===== config.mk =====
export PLATFORM = sky130hd
export DESIGN_NAME = hsv_top
export DESIGN_NICKNAME = d
export VERILOG_FILES = /design/src/rtl/hsv_top.sv
export SDC_FILE = /design/constraint.sdc
export NUM_CORES = 1
export LEC_CHECK = 0
export CAP_MARGIN = 10
export CORE_MARGIN = 2
export CORE_UTILIZATION = 61
export CTS_CLUSTER_SIZE = 28
export DETAILED_ROUTE_END_ITERATION = 8
export GPL_TIMING_DRIVEN = 0
export PLACE_DENSITY = 0.89
export SYNTH_ARGS = -nofsm -noshare
export SYNTH_HDL_FRONTEND = slang
export SYNTH_SLANG_ARGS = --single-unit

===== constraint.sdc =====
create_clock -name i_clk -period 6.6 [get_ports i_clk]
set_clock_uncertainty 0.15 [all_clocks]
set_input_delay 0.99 -clock i_clk [delete_from_list [all_inputs] [get_ports i_clk]]
set_output_delay 0.99 -clock i_clk [all_outputs]
set_load 0.005 [all_outputs]

===== src/rtl/hsv_top.sv =====
// -----------------------------------------------------------------------------
// hsv_top - pipelined RGB565 to HSV colour-space converter
//
// Accepts one RGB565 pixel per clock and produces hue, saturation and value
// LATENCY (20) cycles later, in input order, with no back-pressure. Valid gaps
// on the input are reproduced exactly on the output.
//
// Pipeline (edges counted from pixel capture):
//   1      capture pixel
//   2      expand channels to 8 bits
//   3      max / min / delta, dominant channel (ties: R, then G, then B)
//   4      divider numerators, sign of the hue difference
//   5..20  two parallel 16-step restoring dividers (sat, hue); the last step,
//          the hue offset/sign fix-up and the output register share edge 20
//
// Build option:
//   HSV_EXPAND_EN  defined   -> bit-replication expansion (full scale = 255)
//                  undefined -> zero-pad expansion (full-scale R/B = 248, G = 252)
//
// Ports:
//   i_clk    in   1   clock, rising edge
//   i_rstn   in   1   asynchronous active-low reset
//   i_data   in   16  RGB565 pixel, [15:11]=R5 [10:5]=G6 [4:0]=B5
//   i_valid  in   1   i_data valid this cycle
//   o_hue    out  16  hue in 1/64 degree, 0..23039
//   o_sat    out  16  saturation, 0..65535
//   o_value  out  8   max(R,G,B) in 8 bits
//   o_valid  out  1   outputs valid this cycle (outputs are 0 otherwise)
// -----------------------------------------------------------------------------
module hsv_top #(
  parameter int LATENCY = 20
) (
  input  logic        i_clk,
  input  logic        i_rstn,
  input  logic [15:0] i_data,
  input  logic        i_valid,
  output logic [15:0] o_hue,
  output logic [15:0] o_sat,
  output logic [7:0]  o_value,
  output logic        o_valid
);

  // Four front-end stages, the rest are quotient bits.
  localparam int DIV_STEPS = LATENCY - 4;

  localparam logic [15:0] HUE_G     = 16'd7680;
  localparam logic [15:0] HUE_B     = 16'd15360;
  localparam logic [15:0] HUE_WRAP  = 16'd23040;
  localparam logic [23:0] HUE_SCALE = 24'd3840;

  typedef enum logic [1:0] {
    DOM_R = 2'd0,
    DOM_G = 2'd1,
    DOM_B = 2'd2
  } dom_e;

  // Per-pixel side information travelling alongside the dividers.
  typedef struct packed {
    logic [7:0] value;
    logic       max_zero;
    logic       delta_zero;
    logic       neg;
    dom_e       dom;
  } side_t;

  // Restoring-divider state: partial remainder, remaining numerator bits that
  // are progressively replaced by quotient bits, and the divisor.
  typedef struct packed {
    logic [7:0]  rem;
    logic [15:0] work;
    logic [7:0]  div;
  } div_t;

  // The numerator's top byte is always below the divisor (quotient < 2^16),
  // so the remainder never needs more than 8 bits between steps.
  function automatic logic div_ge(input div_t s);
    return {s.rem, s.work[15]} >= {1'b0, s.div};
  endfunction

  function automatic div_t div_step(input div_t s);
    div_t       n;
    logic [8:0] shifted;
    shifted = {s.rem, s.work[15]};
    n.div   = s.div;
    if (div_ge(s)) begin
      // Modulo-256 subtraction is exact here: the true result is below div.
      n.rem  = shifted[7:0] - s.div;
      n.work = {s.work[14:0], 1'b1};
    end else begin
      n.rem  = shifted[7:0];
      n.work = {s.work[14:0], 1'b0};
    end
    return n;
  endfunction

  // Final step only needs the quotient, not the remainder.
  function automatic logic [15:0] div_quot(input div_t s);
    return {s.work[14:0], div_ge(s)};
  endfunction

  // ---------------------------------------------------------------------------
  // Signals
  // ---------------------------------------------------------------------------
  logic [LATENCY-2:0] vld_q;          // vld_q[k] = valid of pipeline stage k+1

  logic [15:0] pix_q;                 // stage 1
  logic [7:0]  r8_d, g8_d, b8_d;
  logic [7:0]  r8_q, g8_q, b8_q;      // stage 2
  dom_e        dom_d, dom_q;
  logic [7:0]  max_d, min_d, delta_d, da_d, db_d;
  logic [7:0]  max_q, delta_q, da_q, db_q;  // stage 3, d = da - db

  logic        neg_d;
  logic [7:0]  absd_d;
  logic [23:0] hue_num_d, sat_num_d;
  div_t        sat_d0, hue_d0;
  side_t       side_d0;

  div_t        sat_q  [DIV_STEPS];    // index 0 = stage 4, index k = stage 4+k
  div_t        hue_q  [DIV_STEPS];
  side_t       side_q [DIV_STEPS];

  side_t       side_last;
  logic [15:0] hue_quot, sat_quot;
  logic [15:0] hue_d, sat_d;

  // ---------------------------------------------------------------------------
  // Stage 2: channel expansion
  // ---------------------------------------------------------------------------
`ifdef HSV_EXPAND_EN
  assign r8_d = {pix_q[15:11], pix_q[15:13]};
  assign g8_d = {pix_q[10:5],  pix_q[10:9]};
  assign b8_d = {pix_q[4:0],   pix_q[4:2]};
`else
  assign r8_d = {pix_q[15:11], 3'b000};
  assign g8_d = {pix_q[10:5],  2'b00};
  assign b8_d = {pix_q[4:0],   3'b000};
`endif

  // ---------------------------------------------------------------------------
  // Stage 3: dominant channel, max/min/delta and the hue difference operands
  // ---------------------------------------------------------------------------
  // NOTE: every always_comb output gets a default first so no path leaves it
  // unassigned; an unassigned path would infer a latch.
  always_comb begin
    dom_d = DOM_R;
    max_d = r8_q;
    da_d  = g8_q;
    db_d  = b8_q;
    if (!(r8_q >= g8_q && r8_q >= b8_q)) begin
      if (g8_q >= b8_q) begin
        dom_d = DOM_G;
        max_d = g8_q;
        da_d  = b8_q;
        db_d  = r8_q;
      end else begin
        dom_d = DOM_B;
        max_d = b8_q;
        da_d  = r8_q;
        db_d  = g8_q;
      end
    end
    min_d = r8_q;
    if (g8_q < min_d) min_d = g8_q;
    if (b8_q < min_d) min_d = b8_q;
    delta_d = max_d - min_d;
  end

  // ---------------------------------------------------------------------------
  // Stage 4: numerators, |d| and its sign
  // ---------------------------------------------------------------------------
  always_comb begin
    neg_d     = da_q < db_q;
    absd_d    = neg_d ? (db_q - da_q) : (da_q - db_q);
    hue_num_d = {16'd0, absd_d} * HUE_SCALE;
    // delta * 65535 without a second multiplier.
    sat_num_d = {delta_q, 16'd0} - {16'd0, delta_q};

    sat_d0.rem  = sat_num_d[23:16];
    sat_d0.work = sat_num_d[15:0];
    sat_d0.div  = max_q;
    hue_d0.rem  = hue_num_d[23:16];
    hue_d0.work = hue_num_d[15:0];
    hue_d0.div  = delta_q;

    side_d0.value      = max_q;
    side_d0.max_zero   = (max_q == 8'd0);
    side_d0.delta_zero = (delta_q == 8'd0);
    side_d0.neg        = neg_d;
    side_d0.dom        = dom_q;
  end

  // ---------------------------------------------------------------------------
  // Stage 20: last divider step plus hue offset / sign fix-up
  // ---------------------------------------------------------------------------
  always_comb begin
    side_last = side_q[DIV_STEPS-1];
    hue_quot  = div_quot(hue_q[DIV_STEPS-1]);
    sat_quot  = div_quot(sat_q[DIV_STEPS-1]);
    hue_d     = '0;
    case (side_last.dom)
      DOM_R:   hue_d = side_last.neg ? (HUE_WRAP - hue_quot) : hue_quot;
      DOM_G:   hue_d = side_last.neg ? (HUE_G - hue_quot) : (HUE_G + hue_quot);
      default: hue_d = side_last.neg ? (HUE_B - hue_quot) : (HUE_B + hue_quot);
    endcase
    // Grey pixels divide by zero; their garbage quotients are overridden here.
    if (side_last.delta_zero) hue_d = '0;
    sat_d = side_last.max_zero ? 16'd0 : sat_quot;
  end

  // ---------------------------------------------------------------------------
  // Control path and outputs: reset clears everything in flight
  // ---------------------------------------------------------------------------
  // NOTE: sequential state is written with non-blocking assignments so every
  // register samples the pre-edge values of the others.
  always_ff @(posedge i_clk or negedge i_rstn) begin
    if (!i_rstn) begin
      vld_q   <= '0;
      o_valid <= 1'b0;
      o_hue   <= '0;
      o_sat   <= '0;
      o_value <= '0;
    end else begin
      vld_q   <= {vld_q[LATENCY-3:0], i_valid};
      o_valid <= vld_q[LATENCY-2];
      o_hue   <= vld_q[LATENCY-2] ? hue_d : 16'd0;
      o_sat   <= vld_q[LATENCY-2] ? sat_d : 16'd0;
      o_value <= vld_q[LATENCY-2] ? side_last.value : 8'd0;
    end
  end

  // ---------------------------------------------------------------------------
  // Data path
  // ---------------------------------------------------------------------------
  // NOTE: data registers carry no reset; nothing downstream trusts them unless
  // the matching valid bit is set, and the outputs are gated by that bit.
  always_ff @(posedge i_clk) begin
    pix_q   <= i_data;
    r8_q    <= r8_d;
    g8_q    <= g8_d;
    b8_q    <= b8_d;
    dom_q   <= dom_d;
    max_q   <= max_d;
    delta_q <= delta_d;
    da_q    <= da_d;
    db_q    <= db_d;

    sat_q[0]  <= sat_d0;
    hue_q[0]  <= hue_d0;
    side_q[0] <= side_d0;
    for (int k = 1; k < DIV_STEPS; k++) begin
      sat_q[k]  <= div_step(sat_q[k-1]);
      hue_q[k]  <= div_step(hue_q[k-1]);
      side_q[k] <= side_q[k-1];
    end
  end

endmodule


==> qor.yml, run 1 <==
clocking:
  postCtsSetupRepairBufs: 0
  htree_num_levels: 3
  cts-root-buf: "clkbuf_16"
  cts.repair.resized: 0
  clock_latency_ns: 0.64
  cts_hold_buf: 0
  cts_buffers: 88
  cts.sinks: 954
  cts.reportedPaths.clkPinSlew_ns: 0.06
  cts_buffer_depth: 3
  cts_tree: "built"
placement:
  post-place-cells: 3500
  hpwl_um: 37300
  pre_cts_ws_ns: 1.37
  port_buffers: 57
  place_congestion: 0.907
synthesis:
  synth-edff-count: 0
  ys_warn_count: 0
  netlist_area_mm2: 0.0320
  yosysUniqueCellTypes: 69
  yosysSeqAreaShare_pct: 60.6
  synth_flop_cell: "dfxtp_1"
  async_flop_share_pct: 6.08
  synth_cells: 2761
  synth_top_area_share_pct: 56.1
  synth_area_per_cell_um2: 11.6
  synth_top_cell_by_area: "dfxtp_1"
  synth_area_leaders: "dfxtp_1, ha_1, inv_1"
  ys_ff_latch: 954
global_routing:
  grt_max_degree: 43
  grt_use_total_pct: 21.7
  overflow: 0
  grt_pass1_vias: 20763
  grt_pass1_wl_um: 95700
  antenna_found_initial: 0
route:
  drtAntennaViolNets: 0
  drc: 0
  drt_iter0_drc: 922
  viasPerCell: 5.28
  wl_um: 57400
  wire_per_inst_um: 15.7
  vias: 19307
  firstDrtPassIters: 6
run:
  maxCapViolCount: 0
die:
  pin_count: 60
  dieArea_mm2: 0.0543
  fp.dieW_um: 233
  die_y_um: 233
  core_mm2: 0.0516
  num_rows: 83
  initial_core_util_pct: 62.0
sta:
  hold_viol: 0
  period_minus_slack_ns: 5.28
  clock.fmax_mhz: 189
  finalSetupTns_ns: 0
  slew_viol_final: 0
  setup_slack_ns: 1.32
  slew_headroom_pct: 50.1
  setup_viol: 0
  rsz0062_at_grt: "false"
  post-route-period-util_pct: 80.0
  tightest_slew_ns: 0.748
setup_path:
  worstPathArrival_ns: 5.62
  critPathLaunchType: "flop"
  crit_path_end_kind: "flop"
  path_max_fanout: 10
  critPathRequiredTime_ns: 6.95
  critPathKind: "flop to flop"
run_status:
  run_status: "finished clean"
cells_and_area:
  drive_above_1_share_pct: 8.36
  mostFrequentLayoutCell: "dfxtp_1"
  final_cell_mix: "dfxtp_1, inv_1, ha_1, nor2_1, o21ai_0"
  fin_cells: 3660
  synthToLayoutAreaGrowth_pct: 14.1
  finalNetCount: 3220
  diodes: 0
min_path:
  hp-class: "primary input to asynchronous set/reset pin"
-- stage by stage --
step,instance area (um^2),hold WS (ns),utilization (%)
floorplan,32000,0.160,-
global placement,33400,0.160,64.7
detailed placement,33400,0.162,64.8
CTS,36500,0.118,70.7
global route,36500,0.145,70.7
finish,36500,0.131,70.7
-- worst paths after layout --
path	slack [ns]	depth (start not counted)	start	endpoint
worst max-delay path	1.32	21	r8_q[4]	delta_q[7]
worst min-delay path	0.13	1	i_rstn	o_hue[12]
worst max register to register	1.32	21	r8_q[4]	delta_q[7]
worst min register to register	0.16	0	side_q[0][80]	side_q[0][93]
max in group asynchronous	5.59	2	i_rstn	vld_q[0]
min in group i_clk	0.16	0	side_q[0][80]	side_q[0][93]
-- state kept, by name, summed over array words and instances, names as in the netlist --
signal / count
pix_q: 16
sat_q: 320
hue_q: 344
o_sat: 16
db_q: 6
b8_q: 5
side_q: 174
o_valid: 1
delta_q: 6
dom_q: 2
da_q: 6
r8_q: 5
o_value: 6
vld_q: 19
o_hue: 16
max_q: 6
g8_q: 6
-- synthesized netlist by cell type (4+ instances only) --
cell type	number
xnor2_1	77
a21o_1	10
nor2b_1	40
xor2_1	9
o21a_1	5
nand2_1	83
nand2b_1	9
a21boi_0	61
dfrtp_1	58
o21ai_0	119
and2_1	27
a21oi_1	95
nor3_1	8
or3_1	5
fa_1	42
a31oi_1	5
inv_1	396
mux2i_1	67
o41ai_1	21
mux2_2	91
o21bai_1	4
nand3_1	18
nor2_1	241
ha_1	249
nand4_1	23
dfxtp_1	896
clkbuf_1	16
a311oi_1	30
-- final cells by class --
type                       instances  area (um^2)
timing repair buffer              58          586
inverter                         397         1490
multi-input combinational       1391        11000
sequential                       954        19400
clock buffer                     119         2500
clock inverter                    41          564
fill                            3241        15100
buffer                            20         83.8
tap                              680          851
-- per-layer routing --
layer	GRT usage [%]	up-vias	part of all wire, %
li1	-	9355	-
met1	22.0	9203	38
met2	42.1	546	54
met3	3.98	203	3.9
met4	10.4	0	4.0
met5	0	-	0
-- worst max-delay path, cell delays in order (launching register included) --
cell and delay [ns]:
dfxtp_1 0.46, inv_1 0.10, ha_1 0.29, nor2b_1 0.13
o31ai_1 0.09, a21oi_2 0.49, mux2i_1 0.36, ha_1 0.30
a21oi_1 0.15, o21ai_0 0.17, nor4_1 0.26, or3_1 0.18
clkbuf_1 0.32, nand2_1 0.13, o21a_1 0.13, ha_1 0.28
nor2b_1 0.13, o21ai_0 0.21, a21boi_0 0.15, o21a_1 0.19
nor2_1 0.13, xnor3_1 0.34
-- logic make-up (layout without fill, tap and decap cells) --
family                     Yosys count  after routing  synth area share, %
DFF                                954            954                 60.6
and+or+nand+nor                    471            471                 6.73
buffers and inverters              417            635                 4.92
AOI/OAI and AO/OA                  380            380                 7.55
adders and majority gates          292            292                 12.4
muxes                              159            159                 5.34
xor gates and xnor gates            87             87                 2.43
other                                1              2               0.0117
Power of run 1 is left out: the tool's default activity adds up to more than one toggle a clock period on the data nets, which glitch-free logic cannot reach.
==> inputs of run 2 (changes only) <==
--- a/config.mk
+++ b/config.mk
@@ -7,11 +7,11 @@
 export LEC_CHECK = 0
 export CAP_MARGIN = 10
 export CORE_MARGIN = 2
-export CORE_UTILIZATION = 61
+export CORE_UTILIZATION = 55
 export CTS_CLUSTER_SIZE = 28
 export DETAILED_ROUTE_END_ITERATION = 8
 export GPL_TIMING_DRIVEN = 0
-export PLACE_DENSITY = 0.89
+export PLACE_DENSITY = 0.85
 export SYNTH_ARGS = -nofsm -noshare
 export SYNTH_HDL_FRONTEND = slang
 export SYNTH_SLANG_ARGS = --single-unit
==> constraint.sdc (replaced) <==
create_clock -name i_clk -period 4.73 [get_ports i_clk]
set_clock_uncertainty 0.15 [all_clocks]
set_input_delay 0.7095 -clock i_clk [delete_from_list [all_inputs] [get_ports i_clk]]
set_output_delay 0.7095 -clock i_clk [all_outputs]
set_load 0.005 [all_outputs]
==> qor.yml, run 2 (synthesis results as in run 1) <==
clocking:
  cts_buffer_depth: 3  # unchanged
  clock_latency_ns: 0.64  # about the same
  cts.sinks: 954  # unchanged
  cts_buffers: 87  # -1.1%
  cts-root-buf: "clkbuf_16"
  cts.reportedPaths.clkPinSlew_ns: 0.06  # about the same
  htree_num_levels: 3  # unchanged
  cts_tree: "built"
setup_path:
  rrSetupSlack_ns: 0.14  # -1.18 ns
  crit_path_start: "da_q[2]"
  timing.rr.start: "da_q[2]"
  r2r_cells: 20  # -4.8%
  worstPathArrival_ns: 4.95  # -0.67 ns
  path_max_fanout: 7  # -3
  path_depth: 20  # -4.8%
  worstSetupEndpoint: "hue_q[0][27]"
  crit_path_max_incr_delay_ns: 0.54  # +0.05 ns
  crit_path_end_kind: "flop"
  critPathLaunchType: "flop"
  r2r_end: "hue_q[0][27]"
  path_cells: "inv_1, ha_1, inv_1, fa_1, a21o_1, a21oi_4, o21ai_4, mux2_4, a21oi_4, xnor2_2, inv_2, fa_1, fa_1, inv_1, ha_4, a21oi_2, o21bai_1, a21oi_2, o21ai_2, xor2_1"
  critical-path-top-delay-family: "adder cells"
  path_buf_inv: 4  # +2
  cpMaxStageDelayCell: "fa_1"
  critPathKind: "flop to flop"
  critPathRequiredTime_ns: 5.09  # -1.86 ns
sta:
  slew_headroom_pct: 52.8  # +2.6 points
  clock.fmax_mhz: 218  # +15%
  tightest_slew_ns: 0.709  # -0.0393 ns
  slew_viol_final: 0  # unchanged
  setup_viol: 0  # unchanged
  post-route-period-util_pct: 97.0  # +17 points
  period_minus_slack_ns: 4.59  # -0.691 ns
  whs_ns: 0.167  # +0.0364 ns
  hold_viol: 0  # unchanged
route:
  drc: 0  # unchanged
  viasPerCell: 5.02  # -4.8%
  firstDrtPassIters: 6  # unchanged
  wire_per_inst_um: 14.0  # -11%
  vias: 18855  # -2.3%
  drtAntennaViolNets: 0  # unchanged
  drt_iter0_drc: 836  # -9.3%
  wl_um: 52700  # -8.2%
global_routing:
  overflow: 0  # unchanged
  grt_pass1_wl_um: 89600  # -6.4%
  grt_use_total_pct: 17.8  # -3.8 points
  grt_max_degree: 43  # unchanged
  antenna_found_initial: 0  # unchanged
  grt_pass1_vias: 19828  # -4.5%
die:
  dieArea_mm2: 0.0601  # +11%
  pin_count: 60  # unchanged
  initial_core_util_pct: 55.5  # -6.4 points
  die_y_um: 245  # +5.2%
  num_rows: 88  # +6.0%
  fp.dieW_um: 245  # +5.2%
  core_mm2: 0.0576  # +12%
cells_and_area:
  largest_register_ffs: 344  # unchanged
  reg_top3: "hue_q x344, sat_q x320, side_q x174"
  mostFrequentLayoutCell: "dfxtp_1"
  drive_above_1_share_pct: 9.60  # +1.2 points
  fill_cells: 4038  # +25%
  synthToLayoutAreaGrowth_pct: 15.1
  top_register: "hue_q"
  diodes: 0  # unchanged
  finalNetCount: 3231  # +0.34%
  final_cell_mix: "dfxtp_1, inv_1, ha_1, nor2_1, o21ai_0"
run_status:
  run_status: "finished clean"
placement:
  place_congestion: 0.893  # -1.5%
  port_buffers: 57  # unchanged
  hpwl_um: 35700  # -4.5%
min_path:
  min_from: "hue_q[1][143]"
  hp-class: "flop to flop"
  holdPathStages: 0
run:
  maxCapViolCount: 0  # unchanged
==> run 2: what timing repair did <==
action                     4_1_cts  5_1_grt
buffers inserted                 2       10
resized for setup               12       22
setup endpoints to repair        5        4
pin swaps                        3       13
hold buffers                     1        0
hold endpoints to repair        16        0
==> run 2: worst min path at each step <==
stage                          to
floorplan                 b8_q[3]
global placement          b8_q[3]
detailed placement        b8_q[3]
CTS                 side_q[0][80]
global route        side_q[1][69]
finish              hue_q[1][176]
==> run 2: area by class of cell <==
cell class	instances	area, um^2	share of cell area (%)
Multi-Input combinational cell	1391	11200	30.4
Tap cell	765	957	2.60
Sequential cell	954	19400	52.7
Inverter	397	1490	4.05
Buffer	19	80.1	0.218
Clock buffer	114	2450	6.66
Timing Repair Buffer	71	698	1.90
Clock inverter	44	563	1.53
==> run 2: routing by layer <==
layer	global-route usage [%]	up-vias	share of wire [%]
met5	0	-	0
met4	6.87	0	3.1
met3	3.47	166	3.6
met2	34.3	398	53
met1	18.9	8912	40
li1	-	9379	-
==> run 2: per-stage QoR <==
stage	util (%)	TNS (ns)	area [um^2]	cells	worst slack, ns
CTS	63.6	-0.0315	36600	3745	-0.0160
global route	63.9	-0.0997	36800	3755	-0.0470
finish	63.9	0	36800	3755	0.144
global placement	58.2	-0.782	33500	3584	-0.289
detailed placement	58.2	-1.43	33500	3585	-0.449
floorplan	-	0	32000	2762	0.101
==> run 2: worst register-to-register path: stages (launching register included) <==
cell and delay [ns]:
dfxtp_1 0.32, inv_1 0.06, ha_1 0.14, inv_1 0.07, fa_1 0.39, a21o_1 0.20, a21oi_4 0.21, o21ai_4 0.13
mux2_4 0.35, a21oi_4 0.14, xnor2_2 0.15, inv_2 0.08, fa_1 0.48, fa_1 0.54, inv_1 0.07, ha_4 0.26
a21oi_2 0.18, o21bai_1 0.12, a21oi_2 0.21, o21ai_2 0.08, xor2_1 0.14
Power of run 2 is left out for the same reason.
==> inputs of run 3 (changes only) <==
==> constraint.sdc (replaced) <==
create_clock -name i_clk -period 4.73 [get_ports i_clk]
set_clock_uncertainty 0.15 [all_clocks]
set_input_delay 0.473 -clock i_clk [delete_from_list [all_inputs] [get_ports i_clk]]
set_output_delay 0.473 -clock i_clk [all_outputs]
set_load 0.005 [all_outputs]
==> results of run 3 <==
Same layout as run 2 (identical final DEF). Status: finished clean.
Main changes from that run: clock-pin slew on the worst setup and hold paths 0.06 ns -> 0.07 ns; hold slack 0.167 ns -> 0.137 ns
Power of run 3 is left out for the same reason.
